<file path="src/rtl/axis_stim_gen_mc.sv">
// axis_stim_gen_mc: multi-channel AXI4-Stream stimulus source.
// Emits packets with a selectable data pattern; tdest steps round-robin
// over NUM_CH channels, one step per packet. Config is latched at start.
// Optional feature: define AXIS_STIM_GAP_EN to add the gap_cycles port and
// an idle GAP state between packets.
module axis_stim_gen_mc #(
  parameter int DATA_WIDTH = 32,
  parameter int DEST_WIDTH = 4,
  parameter int NUM_CH     = 4,
  parameter int LEN_WIDTH  = 16
) (
  input  logic                    clk,
  input  logic                    rstn,
  input  logic                    start,
  input  logic                    stop,
  input  logic [1:0]              mode,
  input  logic [LEN_WIDTH-1:0]    pkt_len,
  input  logic [LEN_WIDTH-1:0]    num_pkts,
`ifdef AXIS_STIM_GAP_EN
  input  logic [7:0]              gap_cycles,
`endif
  output logic                    busy,
  output logic                    done,
  output logic [DATA_WIDTH-1:0]   M_AXIS_tdata,
  output logic [DEST_WIDTH-1:0]   M_AXIS_tdest,
  output logic [DATA_WIDTH/8-1:0] M_AXIS_tkeep,
  output logic                    M_AXIS_tlast,
  input  logic                    M_AXIS_tready,
  output logic                    M_AXIS_tvalid
);

  typedef enum logic [1:0] {
    S_IDLE = 2'd0,
    S_SEND = 2'd1,
`ifdef AXIS_STIM_GAP_EN
    S_GAP  = 2'd2,
`endif
    S_DONE = 2'd3
  } state_e;

  state_e                state_q, state_d;
  logic [1:0]            mode_q, mode_d;
  logic [LEN_WIDTH-1:0]  len_q, len_d;      // effective length, never 0
  logic [LEN_WIDTH-1:0]  npkts_q, npkts_d;
  logic [LEN_WIDTH-1:0]  beat_q, beat_d;    // beat within packet
  logic [LEN_WIDTH-1:0]  pkt_q, pkt_d;      // packet index within run
  logic [DEST_WIDTH-1:0] dest_q, dest_d;
  logic [31:0]           gbeat_q, gbeat_d;  // run-global beat counter
  logic [31:0]           lfsr_q, lfsr_d;
  logic                  stop_q, stop_d;    // sticky stop request
`ifdef AXIS_STIM_GAP_EN
  logic [7:0]            gap_q, gap_d;
  logic [7:0]            gcnt_q, gcnt_d;
`endif

  logic hs, is_last, last_pkt;

  // Galois LFSR, x^32+x^22+x^2+x+1, shifting toward the MSB
  function automatic logic [31:0] lfsr_step(input logic [31:0] s);
    lfsr_step = {s[30:0], 1'b0} ^ (s[31] ? 32'h0040_0007 : 32'h0);
  endfunction

  assign M_AXIS_tvalid = (state_q == S_SEND);
  assign is_last       = (beat_q == len_q - LEN_WIDTH'(1));
  assign last_pkt      = (npkts_q != '0) && (pkt_q == npkts_q - LEN_WIDTH'(1));
  assign hs            = M_AXIS_tvalid && M_AXIS_tready;

  // Next-state: run control, counters and pattern generators
  always_comb begin
    state_d = state_q;
    mode_d  = mode_q;
    len_d   = len_q;
    npkts_d = npkts_q;
    beat_d  = beat_q;
    pkt_d   = pkt_q;
    dest_d  = dest_q;
    gbeat_d = gbeat_q;
    lfsr_d  = lfsr_q;
    stop_d  = stop_q;
`ifdef AXIS_STIM_GAP_EN
    gap_d   = gap_q;
    gcnt_d  = gcnt_q;
`endif
    case (state_q)
      S_IDLE: begin
        // a stop arriving with start is dropped: the run starts clean
        if (start) begin
          state_d = S_SEND;
          mode_d  = mode;
          len_d   = (pkt_len == '0) ? LEN_WIDTH'(1) : pkt_len;
          npkts_d = num_pkts;
          beat_d  = '0;
          pkt_d   = '0;
          dest_d  = '0;
          gbeat_d = '0;
          lfsr_d  = 32'h0000_0001;
          stop_d  = 1'b0;
`ifdef AXIS_STIM_GAP_EN
          gap_d   = gap_cycles;
`endif
        end
      end
      S_SEND: begin
        if (stop) stop_d = 1'b1;
        if (hs) begin
          gbeat_d = gbeat_q + 32'd1;
          lfsr_d  = lfsr_step(lfsr_q);
          if (is_last) begin
            beat_d = '0;
            if (last_pkt || stop_q || stop) begin
              state_d = S_DONE;
            end else begin
              pkt_d  = pkt_q + LEN_WIDTH'(1);
              dest_d = (dest_q == DEST_WIDTH'(NUM_CH - 1)) ? '0 : dest_q + DEST_WIDTH'(1);
`ifdef AXIS_STIM_GAP_EN
              if (gap_q != 8'd0) begin
                state_d = S_GAP;
                gcnt_d  = gap_q;
              end
`endif
            end
          end else begin
            beat_d = beat_q + LEN_WIDTH'(1);
          end
        end
      end
`ifdef AXIS_STIM_GAP_EN
      S_GAP: begin
        // one idle cycle per count; a stop here ends the run at once
        if (stop || stop_q)      state_d = S_DONE;
        else if (gcnt_q <= 8'd1) state_d = S_SEND;
        else                     gcnt_d  = gcnt_q - 8'd1;
      end
`endif
      S_DONE:  state_d = S_IDLE;
      default: state_d = S_IDLE;
    endcase
  end

  // State and datapath registers
  always_ff @(posedge clk or negedge rstn) begin
    if (!rstn) begin
      state_q <= S_IDLE;
      mode_q  <= 2'd0;
      len_q   <= LEN_WIDTH'(1);
      npkts_q <= '0;
      beat_q  <= '0;
      pkt_q   <= '0;
      dest_q  <= '0;
      gbeat_q <= '0;
      lfsr_q  <= 32'h0000_0001;
      stop_q  <= 1'b0;
`ifdef AXIS_STIM_GAP_EN
      gap_q   <= 8'd0;
      gcnt_q  <= 8'd0;
`endif
    end else begin
      state_q <= state_d;
      mode_q  <= mode_d;
      len_q   <= len_d;
      npkts_q <= npkts_d;
      beat_q  <= beat_d;
      pkt_q   <= pkt_d;
      dest_q  <= dest_d;
      gbeat_q <= gbeat_d;
      lfsr_q  <= lfsr_d;
      stop_q  <= stop_d;
`ifdef AXIS_STIM_GAP_EN
      gap_q   <= gap_d;
      gcnt_q  <= gcnt_d;
`endif
    end
  end

  logic [31:0]           lo32;
  logic [31:0]           bit_idx;
  logic [DATA_WIDTH-1:0] rep;

  // Pattern select; upper lanes mirror the low 32 bits except walking-one
  always_comb begin
    bit_idx = 32'(beat_q) % 32'(DATA_WIDTH);
    case (mode_q)
      2'd1:    lo32 = lfsr_q;
      2'd3:    lo32 = {8'(dest_q), 8'(pkt_q), 16'(beat_q)};
      default: lo32 = gbeat_q;
    endcase
    rep = '0;
    for (int i = 0; i < DATA_WIDTH; i++) rep[i] = lo32[i % 32];
    if (mode_q == 2'd2) M_AXIS_tdata = {{(DATA_WIDTH-1){1'b0}}, 1'b1} << bit_idx;
    else                M_AXIS_tdata = rep;
  end

  assign M_AXIS_tdest = dest_q;
  assign M_AXIS_tkeep = '1;
  assign M_AXIS_tlast = M_AXIS_tvalid && is_last;
  assign busy         = (state_q != S_IDLE) && (state_q != S_DONE);
  assign done         = (state_q == S_DONE);

endmodule
</file>
<file path="config.mk">
export PLATFORM = sky130hd
export DESIGN_NAME = axis_stim_gen_mc
export DESIGN_NICKNAME = d
export VERILOG_FILES = /design/src/rtl/axis_stim_gen_mc.sv
export SDC_FILE = /design/constraint.sdc
export NUM_CORES = 1
export LEC_CHECK = 0
export BUFFER_PORTS_ARGS = -buffer_cell sky130_fd_sc_hd__clkbuf_2
export CORE_MARGIN = 2
export CORE_UTILIZATION = 60
export CTS_CLUSTER_SIZE = 24
export DETAILED_ROUTE_END_ITERATION = 6
export GPL_TIMING_DRIVEN = 0
export PLACE_DENSITY = 0.81
export SLEW_MARGIN = 20
export SYNTH_ARGS = -nofsm -noshare
export SYNTH_HDL_FRONTEND = slang
export SYNTH_SLANG_ARGS = --single-unit
</file>
<file path="constraint.sdc">
create_clock -name clk -period 4.3 [get_ports clk]
set_clock_uncertainty 0.15 [all_clocks]
set_input_delay 0.86 -clock clk [delete_from_list [all_inputs] [get_ports clk]]
set_output_delay 0.86 -clock clk [all_outputs]
set_load 0.005 [all_outputs]
</file>
After elaboration in Yosys (flattened, before gate mapping)
Index checks and enable logic that the tools add are counted.
W data, S select, Z words.
{ "totals": {"ff_bits": 137, "in_bits": 39, "word_cells": 81, "out_inout_bits": 44} }
{ "classes": {"muxes": 32, "eq_ne": 15, "n_shift": 1, "add_sub_neg": 6, "n_reduce_logical": 16, "n_bitwise": 1} }
{ "op_table": {"columns": ["cell", "n"], "rows": [
  ["$pmux W32 S2", 3],
  ["$mux W32", 5],
  ["$mux W16", 7],
  ["$pmux W16 S2", 2],
  ["$add A16 B1 Y16 const B", 2],
  ["$add A32 B1 Y32 const B", 1],
  ["$eq A16 B16 Y1", 2],
  ["$shl A1 B5 Y32 const A", 1],
  ["$sub A16 B1 Y16 const B", 2],
  ["$xor A32 B23 Y32", 1],
  ["$mux W23", 1],
  ["$mux W4", 5],
  ["$logic_not A16 Y1", 1],
  ["$reduce_bool A16 Y1", 1],
  ["$mux W2", 4],
  ["$ne A2 B2 Y1 const B", 4],
  ["$pmux W4 S2", 1],
  ["$eq A2 B2 Y1 const B", 3],
  ["$ne A2 B1 Y1 const B", 3],
  ["$reduce_and A3 Y1", 2],
  ["$reduce_and A5 Y1", 1],
  ["$add A4 B1 Y4 const B", 1],
  ["$eq A2 B1 Y1 const B", 2],
  ["$eq A4 B2 Y1 const B", 1],
  ["other kinds (9)", 15]
]} }

Longest topological paths before layout
{ "depth": {"ltp_word": 9, "ltp_mapped": 12, "depth_no_buf": 11} }

Least setup slack after synthesis
OpenSTA, ideal clock, no wires.
{ "synth_timing": {"path_type": "register to output", "startpoint": "register len_q[6]", "endpoint": "output M_AXIS_tlast", "slack_ns": 0.529, "t_arrival_ns": 2.761, "path_buffers": 0, "t_required_ns": 3.290, "path_stages_with_launch": 7, "path_cell_list": "dfrtp_1 or3_4 or4b_4 or3_1 a2111o_1 nor4_4 and2_1"} }
{ "synth_via": {"elab_chain_len": 3} }
{ "synth_lines": {"columns": ["item", "line", "text"], "rows": [
  ["start, declared", "43", "logic [LEN_WIDTH-1:0] len_q, len_d;"],
  ["start signal, assigned", "160", "len_q <= len_d;"],
  ["$sub A16 B1 Y16", "64", "assign is_last = (beat_q == len_q - LEN_WIDTH'(1));"],
  ["$eq A16 B16 Y1", "64", null],
  ["$logic_and A1 B1 Y1", "195", "assign M_AXIS_tlast = M_AXIS_tvalid && is_last;"],
  ["end, declared", "27", "output logic M_AXIS_tlast,"]
]} }
Every way passes these cells.

Worst setup path in the final report
Same ends and word-level chain as after synthesis.

==> impl_metrics.csv <==
group,metric,value,unit
grt,grt_pass1_vias,6890,
cells_and_area,n_antenna_cell,0,
critical_path,max_stage_delay,0.54,ns
power,ir_drop,0.442,mV
clock_tree,cts.clk_slew.worst_paths,0.06,ns
critical_path,path_cells,"or3_4 > or4b_4 > or3_1 > a2111o_1 > nor4_4 > and2_1 > clkbuf_2",
placed_design,port-buffer-count,78,
cells_and_area,area_delta_synth_final,15.4,%
critical_path,worstReg2RegStart,"len_q[6]$_DFFE_PN0P_",
cells_and_area,fin_area,9340,um2
synth,synth_edf_count,0,
synth,synth_async_sr_flop_share,100,%
timing,fin_ws,0.110,ns
synth,yosys_warnings,0,
clock_tree,clock_latency,0.42,ns
cells_and_area,utilization,70.8,%
synth,synthFlopType,"dfrtp_1",
routing,drc,0,
grt,grt_max_degree,74,
critical_path,path_max_fanout,7,
placed_design,pre_cts_slack,0.174,ns
synth,yosysSeqAreaShare,42.4,%
grt,gr-total-overflow,0,
critical_path,r2r_slack,0.28,ns
routing,ant_nets,0,
routing,drt-pass1-iter-count,6,
power,powerDensity,591,nW/um2
synth,syn_area,8090,um2
synth,synth_cell_types,66,
cells_and_area,nNetsFinal,980,
flow_run,drv_cap,0,
power,p_leak,4.12,nW
placed_design,place_hpwl,16600,um
die,die_h,120,um
critical_path,worstPathRequired,3.29,ns
routing,viasPerCell,6.29,
die,dieWidth,120,um
power,p_total,5.52,mW
timing,worst_pin_slew,0.886,ns
routing,routedWlPerCell,20.2,um
critical_path,rr_endpoint,"pkt_q[15]$_DFFE_PN0P_",
critical_path,worstPathArrival,3.18,ns
synth,synth-seq-cells,137,
routing,wirelength,22600,um
cells_and_area,final_common_cell,"dfrtp_1",
timing,slew_headroom,40.9,%
routing,vias,7017,
critical_path,endpoint_kind,"primary output",
timing,rsz0062_at_grt,"yes",
clock_tree,cts.hold.buffers_added,0,
critical_path,critPathLaunchType,"register",
grt,grt_usage,33.1,%
synth,syn_avg_cell_area,9.80,um2
clock_tree,clk_path_buf_depth,2,
clock_tree,cts-buffers-inserted,17,
critical_path,reg2regPathDepth,8,
timing,max_clock_freq,239,MHz
cells_and_area,final_cell_mix,"dfrtp_1, nand2_1, clkbuf_2",
die,die_area,14400,um2
grt,grt_first_pass_wirelength,36600,um
clock_tree,cts_tree,"done",
die,core-area,13200,um2
run_status,status,"finished clean",
min_path,hold_class,"in2async",
critical_path,cp_top_family,"simple AND/OR/NAND/NOR gates",
die,fp-row-count,42,
timing,hold_ws,0.254,ns
clock_tree,clockRootBuffer,"clkbuf_16",
timing,setup_viol,0,
clock_tree,cts_max_level,4,
die,initial_core_util,61.3,%
synth,syn-instance-count,825,
placed_design,placed_area,8750,um2
timing,maxSlewViolCount,0,
grt,antenna_found_initial,0,
placed_design,place_congestion,0.970,
timing,period_needed,4.19,ns
routing,first_iter_violations,748,
die,ioPinCount,83,
timing,final_hold_viol_count,0,
critical_path,path_buf_inv,1,
clock_tree,cts_sinks,137,
critical_path,crit_type,"reg2out",
cells_and_area,drive_above_1_share,18.5,%
timing,fin_crit_sh,97.4,%
critical_path,crit_slowest_cell,"or4b_4",
## power breakdown
group,leakage (nW),internal [mW],switching (mW)
clock network,0.270,0.880,0.537
logic,2.05,0.869,1.30
registers,1.80,1.56,0.371
## cell type report
cell class              instances  area [um2]
fillers                      1013        3850
clock buffers                  24         472
flip-flops and latches        137        3430
plain buffers                  47         210
clock inverters                 8        97.6
repair buffers                 80         434
well taps                     176         220
multi-input cells             626        4400
inverters                      18        67.6
## flip-flops by register name, summed over array words and instances, names as in the netlist
register      count
gbeat_q          32
lfsr_q           32
beat_q           16
len_q            16
npkts_q          16
pkt_q            16
M_AXIS_tdest      4
mode_q            2
state_q           2
stop_q            1
## how the worst max path moves through the flow
stage	cells past startpoint	slack, ns	start	to
2_1_floorplan	6	0.53	len_q[6]$_DFFE_PN0P_	M_AXIS_tlast
3_3_place_gp	1	-0.02	rstn	npkts_q[11]$_DFFE_PN0P_
3_5_place_dp	7	0.17	len_q[6]$_DFFE_PN0P_	M_AXIS_tlast
4_1_cts	7	0.06	len_q[6]$_DFFE_PN0P_	M_AXIS_tlast
5_1_grt	7	-0.004	len_q[6]$_DFFE_PN0P_	M_AXIS_tlast
6_report	7	0.11	len_q[6]$_DFFE_PN0P_	M_AXIS_tlast
## per-layer routing
layer	up-vias	track usage (%)	routed length (um)	part of all wire (%)
met3	51	8.79	1920	8.5
met5	-	0	0	0
met1	3445	43.9	9410	42
met4	0	11.5	566	2.5
met2	303	52.5	10700	47
li1	3218	-	-	-
## synth_stat cells, drive strengths merged, types with 9 or more instances
master	instances	area share (%)
o21ai	22	1.4
o221ai	22	2.4
nor3	18	1.1
a21oi	26	1.6
nand2	90	4.2
clkbuf	34	1.6
mux2	37	5.2
or3	18	1.5
xor2	46	5.0
and3	21	1.6
nand4	12	0.93
nor4	12	1.1
mux2i	39	4.8
dfrtp	135	42
inv	18	0.84
nand3	32	2.0
o22ai	9	0.70
a22o	34	3.7
ha	14	2.2
nor2	54	2.5
xnor2	28	3.0
nand2b	10	0.77
buf	13	1.0
## cell families after synthesis
logic type	count (synthesis)	synth area share, %
AO/OA/AOI/OAI	150	13.8
XOR/XNOR	74	8.01
flip-flops	137	42.4
AND/OR/NAND/NOR	305	19.3
buffers and inverters	65	3.43
multiplexers	79	10.8
other	1	0.0464
adder cells (fa/ha/maj)	14	2.17
## stage by stage
step,TNS [ns],std cells
2_1_floorplan,0,828
3_3_place_gp,-1.49,1082
3_5_place_dp,0,1083
4_1_cts,0,1116
5_1_grt,-0.00423,1116
6_report,0,1116
## timing repair
item	in CTS	in global routing
buffers inserted	1	0
gates resized for setup	0	3
pin swaps	1	1
endpoints found under the setup margin	1	5
Note: power is estimated with default switching activity, not from simulation.
